`src/rtl/sim_finish_monitor.sv`:
```
// End-of-test monitor: tracks per-hart ecalls, waits a drain window, then checks
// each finished hart's gp against PASS_VAL; a kickable watchdog flags hangs.
module sim_finish_monitor #(
  parameter int unsigned NUM_HART     = 1,
  parameter int unsigned TO_BIT       = 18,
  parameter int unsigned DRAIN_CYCLES = 255,
  parameter logic [31:0] PASS_VAL     = 32'd1,
  parameter bit          ALL_HARTS    = 1'b1
) (
  input  logic                     clk_i,
  input  logic                     rst_i,
  input  logic                     en_i,
  input  logic [NUM_HART-1:0]      ecall_i,
  input  logic [32*NUM_HART-1:0]   gp_i,
  input  logic                     kick_i,
  output logic                     done_o,
  output logic                     pass_o,
  output logic                     fail_o,
  output logic                     timeout_o,
  output logic [NUM_HART-1:0]      hart_done_o,
  output logic [2:0]               fail_hart_o,
  output logic [31:0]              cycles_o
);

  typedef enum logic [1:0] {ST_RUN, ST_DRAIN, ST_DONE} state_e;

  localparam logic [15:0]       DRAIN_LAST = 16'(DRAIN_CYCLES - 1);
  localparam logic [TO_BIT-1:0] WD_MAX     = '1;

  function automatic logic [31:0] sat_inc32(input logic [31:0] v);
    return (v == 32'hFFFF_FFFF) ? v : v + 32'd1;
  endfunction

  function automatic logic [TO_BIT-1:0] sat_inc_wd(input logic [TO_BIT-1:0] v);
    return (v == WD_MAX) ? v : v + 1'b1;
  endfunction

  // Returns {mismatch, lowest mismatching hart}; scanning downward leaves the lowest.
  function automatic logic [3:0] gp_check(input logic [NUM_HART-1:0]    chk,
                                          input logic [32*NUM_HART-1:0] gp);
    logic [3:0] r;
    r = '0;
    for (int h = int'(NUM_HART) - 1; h >= 0; h--) begin
      if (chk[h] && (gp[32*h +: 32] != PASS_VAL)) r = {1'b1, 3'(h)};
    end
    return r;
  endfunction

  state_e                state_q;
  logic [NUM_HART-1:0]   hart_done_q;
  logic [TO_BIT-1:0]     wd_cnt_q;
  logic [15:0]           drain_cnt_q;
  logic [31:0]           cycles_q;
  logic                  done_q, pass_q, fail_q, timeout_q;
  logic [2:0]            fail_hart_q;

  logic [NUM_HART-1:0]   hart_done_d;
  logic                  trigger_d;
  logic [TO_BIT-1:0]     wd_cnt_d;
  logic [31:0]           cycles_d;
  logic [3:0]            gp_res_d;

  // Trigger looks at the flags as they will be after this edge.
  assign hart_done_d = hart_done_q | ecall_i;
  assign trigger_d   = ALL_HARTS ? (&hart_done_d) : (|hart_done_d);
  assign wd_cnt_d    = kick_i ? '0 : sat_inc_wd(wd_cnt_q);
  assign cycles_d    = sat_inc32(cycles_q);
  assign gp_res_d    = gp_check(hart_done_q, gp_i);

  always_ff @(posedge clk_i or posedge rst_i) begin
    if (rst_i) begin
      state_q     <= ST_RUN;
      hart_done_q <= '0;
      wd_cnt_q    <= '0;
      drain_cnt_q <= '0;
      cycles_q    <= '0;
      done_q      <= 1'b0;
      pass_q      <= 1'b0;
      fail_q      <= 1'b0;
      timeout_q   <= 1'b0;
      fail_hart_q <= '0;
    end else if (en_i) begin
      case (state_q)
        ST_RUN: begin
          hart_done_q <= hart_done_d;
          cycles_q    <= cycles_d;
          wd_cnt_q    <= wd_cnt_d;
          if (trigger_d) begin
            state_q     <= ST_DRAIN;
            drain_cnt_q <= '0;
          end else if (wd_cnt_q == WD_MAX) begin
            state_q   <= ST_DONE;
            done_q    <= 1'b1;
            timeout_q <= 1'b1;
          end
        end
        ST_DRAIN: begin
          hart_done_q <= hart_done_d;
          cycles_q    <= cycles_d;
          if (drain_cnt_q == DRAIN_LAST) begin
            state_q     <= ST_DONE;
            done_q      <= 1'b1;
            pass_q      <= ~gp_res_d[3];
            fail_q      <= gp_res_d[3];
            fail_hart_q <= gp_res_d[3] ? gp_res_d[2:0] : 3'd0;
          end else begin
            drain_cnt_q <= drain_cnt_q + 16'd1;
          end
        end
        default: ;
      endcase
    end
  end

  assign done_o      = done_q;
  assign pass_o      = pass_q;
  assign fail_o      = fail_q;
  assign timeout_o   = timeout_q;
  assign hart_done_o = hart_done_q;
  assign fail_hart_o = fail_hart_q;
  assign cycles_o    = cycles_q;

endmodule
```
`config.mk`:
```
export PLATFORM = sky130hd
export DESIGN_NAME = sim_finish_monitor
export DESIGN_NICKNAME = d
export VERILOG_FILES = /design/src/rtl/sim_finish_monitor.sv
export SDC_FILE = /design/constraint.sdc
export NUM_CORES = 1
export LEC_CHECK = 0
export ABC_AREA = 1
export CAP_MARGIN = 30
export CORE_MARGIN = 4
export CORE_UTILIZATION = 49
export CTS_CLUSTER_SIZE = 16
export DETAILED_ROUTE_END_ITERATION = 8
export PLACE_DENSITY = 0.77
export REMOVE_ABC_BUFFERS = 1
export SLEW_MARGIN = 25
export SYNTH_ARGS = -nofsm -noshare
export SYNTH_HDL_FRONTEND = slang
export SYNTH_SLANG_ARGS = --single-unit
```
`constraint.sdc`:
```
create_clock -name clk_i -period 2.3 [get_ports clk_i]
set_clock_uncertainty 0.2 [all_clocks]
set_input_delay 0.345 -clock clk_i [delete_from_list [all_inputs] [get_ports clk_i]]
set_output_delay 0.345 -clock clk_i [all_outputs]
set_load 0.005 [all_outputs]
```
==> results.py <==
metrics = {
    "die": {
        "num_io_pins": 77,
        "die_area_um2": 11490,
        "rows": 35,
        "die_x_um": 107.2,
        "core_um2": 9415,
        "die_h_um": 107.2,
        "start_util_pct": 51.19,
    },
    "clocking": {
        "cts_buffers": 9,
        "tritoncts": "done",
        "hold_buffers": 0,
        "htree_levels": 3,
        "clock_latency_ns": 0.34,
        "clockRootBuffer": "clkbuf_8",
        "clock_path_buffers": 2,
        "postCtsSetupBuffers": 0,
        "clock_sinks": 73,
        "clk_pin_slew_ns": 0.07,
        "cts_resized": 0,
    },
    "detailed_routing": {
        "drt_iter0_markers": 222,
        "wl_per_cell_um": 13.11,
        "wl_um": 12040,
        "drcViolationCount": 0,
        "drt_first_pass_iters": 5,
        "ant_nets": 0,
        "via_per_inst": 5.144,
        "vias": 4722,
    },
    "sta": {
        "period_minus_slack_ns": 2.080,
        "max_slew_margin_pct": 63.97,
        "rsz0062_at_grt": "no",
        "fin_crit_sh_pct": 90.45,
        "finalSetupViolations": 0,
        "max_freq_ghz": 0.4807,
        "worstMarginPinSlew_ns": 0.5363,
        "hold_viol": 0,
        "drv_slew": 0,
    },
    "cells_and_area": {
        "syn2layout_area_growth_pct": 22.79,
        "multi_input_area_um2": 2713,
        "seq_area_um2": 1827,
        "num-fill-cells": 885,
        "finish.utilization_pct": 62.86,
        "design_area_um2": 5918,
        "diodes": 0,
        "fin_nets": 827,
        "drive_gt1_share_pct": 8.112,
        "final_cells": 918,
    },
    "place": {
        "gp_congestion": 0.9260,
        "place_area_um2": 5714,
        "place_inst": 903,
        "dpl.hpwl_um": 9034,
        "io_buffers": 73,
    },
    "logic_synthesis": {
        "synth-seq-cells": 73,
        "synth_top_cell_by_area": "dfrtp_1",
        "yosysMostFrequentCell": "nand2_1",
        "syn_area_um2": 4820,
        "synth_edf_count": 0,
        "avgSynthCellArea_um2": 6.856,
        "synthTopCellsByCount": "282 x nand2_1, 99 x nor2_1, 73 x dfrtp_1, 44 x inv_1, 43 x nand3_1",
        "ys_warn_count": 0,
        "synth.top_cell.area_share_pct": 37.90,
        "synth_area_leaders": "dfrtp_1 38%, nand2_1 22%, nor2_1 7.7%",
        "synth_ff_type": "dfrtp_1",
        "synth_async_sr_flop_share_pct": 100.0,
        "yosysSeqAreaShare_pct": 37.90,
        "ys_types": 33,
        "netlist_instances": 703,
    },
    "power_and_ir_drop": {
        "ir_worst_vdd_mv": 0.3473,
        "power_density_nw_per_um2": 402.3,
        "p_sw_uw": 512.4,
        "sequentialPowerShare_pct": 53.9,
        "pwr-share-clk_pct": 41.0,
        "combPwrFrac_pct": 5.0,
        "p_leak_uw": 0.002477,
        "p_int_uw": 1868,
        "sw_frac_of_total_pct": 21.52,
    },
    "global_routing": {
        "grt_pass1_vias": 4452,
        "grt_overflow": 0,
        "antenna_found_initial": 0,
        "grt_pass1_wl_um": 20090,
        "grt_start_max_net_pins": 57,
        "gr-usage-all-layers_pct": 21.50,
    },
    "job": {
        "cap_violations": 0,
    },
    "run_status": {
        "status": "complete, no violations",
    },
    "critical_path": {
        "worstPathRequired_ns": 2.35,
        "critPathKind": "reg -> reg",
        "cp-end-kind": "flop",
        "cp-start-kind": "flop",
        "worstPathMaxFanout": 23,
        "worstPathArrival_ns": 2.13,
    },
    "min_path": {
        "hp-class": "in -> async",
    },
}
## layer usage
metal	share of wire, %	vias up	track usage, %
met2	50	118	37.04
met3	4.5	24	4.455
met1	43	2187	26.43
met4	2.5	0	7.945
li1	-	2393	-
met5	0	-	0
## registers in the layout, indices dropped and copies added, names as in the netlist
signal / count
cycles_o: 32
wd_cnt_q: 18
drain_cnt_q: 16
state_q: 2
done_o: 1
fail_o: 1
hart_done_o: 1
pass_o: 1
timeout_o: 1
## kinds of logic after synthesis
logic type / count (synthesis) / share of synthesized area [%]
AO/OA/AOI/OAI: 53 / 6.828
adder cells (fa/ha/maj): 4 / 1.038
other: 1 / 0.07781
flip-flops: 73 / 37.90
buffers and inverters: 63 / 6.386
AND/OR/NAND/NOR: 482 / 42.86
XOR/XNOR: 27 / 4.906
## final cells by class
cell class / count / share of cell area [%]
Sequential cell: 73 / 30.87
Clock inverter: 3 / 0.7188
Inverter: 48 / 3.087
Tap cell: 129 / 2.727
Multi-Input combinational cell: 570 / 45.84
Timing Repair Buffer: 84 / 14.38
Clock buffer: 11 / 2.389
## layout by cell type, fill, tap and decap left out
| cell type | synthesis | final |
|---|---|---|
| a21boi_1 | 1 | 1 |
| a21oi_1 | 5 | 5 |
| and3_1 | 1 | 1 |
| buf_12 | 0 | 3 |
| buf_4 | 6 | 8 |
| bufinv_16 | 0 | 1 |
| clkbuf_1 | 2 | 1 |
| clkbuf_8 | 0 | 10 |
| clkdlybuf4s50_1 | 0 | 73 |
| clkinv_2 | 0 | 1 |
| clkinvlp_4 | 0 | 1 |
| conb_1 | 1 | 3 |
| dfrtp_1 | 73 | 73 |
| ha_1 | 4 | 3 |
| ha_2 | 0 | 1 |
| inv_1 | 44 | 43 |
| inv_2 | 3 | 4 |
| inv_4 | 1 | 1 |
| nand2_1 | 282 | 282 |
| nand2_2 | 6 | 6 |
| nand2_4 | 1 | 1 |
| nand3_1 | 43 | 43 |
| nand3_2 | 1 | 1 |
| nand3_4 | 1 | 2 |
| nand3b_1 | 12 | 12 |
| nand4_1 | 17 | 17 |
| nor2_1 | 99 | 99 |
| nor2_2 | 4 | 4 |
| nor2_4 | 5 | 5 |
| nor3_1 | 8 | 8 |
| nor3_2 | 2 | 2 |
| o21ai_0 | 23 | 23 |
| o21ai_1 | 6 | 6 |
| o21ai_2 | 13 | 13 |
| o21bai_1 | 4 | 4 |
| o31ai_1 | 1 | 1 |
| xnor2_1 | 11 | 11 |
| xor2_1 | 16 | 16 |
## worst max-delay path, cell delays in order (launching register included)
cell	delay [ns]
dfrtp_1	0.44
ha_2	0.26
inv_1	0.08
nor2_4	0.14
nand2_2	0.11
nor2_4	0.15
nand2_2	0.10
nand2_4	0.18
buf_12	0.19
nand2_1	0.07
o21ai_0	0.08
## power groups by stage
stage          Clock [uW]  Sequential (uW)  Combinational, uW
3_5_place_dp            0             1310                120
5_1_grt              1070             1280                132
2_1_floorplan           0             1310               35.6
4_1_cts               998             1280                121
3_3_place_gp            0             1310                118
6_report              977             1280                120
## per-stage QoR
step | worst slack, ns | total power (uW) | setup TNS, ns | hold WS, ns
floorplan | -0.09827 | 1345 | -7.174 | 0.2413
global placement | 0.2056 | 1427 | 0 | 0.2522
detailed placement | 0.1783 | 1429 | 0 | 0.2661
CTS | 0.1565 | 2403 | 0 | 0.1796
global route | 0.005848 | 2482 | 0 | 0.1943
finish | 0.2196 | 2381 | 0 | 0.1691
## final timing paths
path | startpoint | to | slack (ns) | cells after the start
max | cycles_o[0] | cycles_o[16] | 0.22 | 10
max in group asynchronous | rst_i | drain_cnt_q[13] | 1.45 | 3
max reg2reg | cycles_o[0] | cycles_o[16] | 0.22 | 10
min reg2reg | done_o | done_o | 0.29 | 2
min in group clk_i | done_o | done_o | 0.29 | 2
min | rst_i | cycles_o[9] | 0.17 | 3
Power figures use the tool's default switching activity.
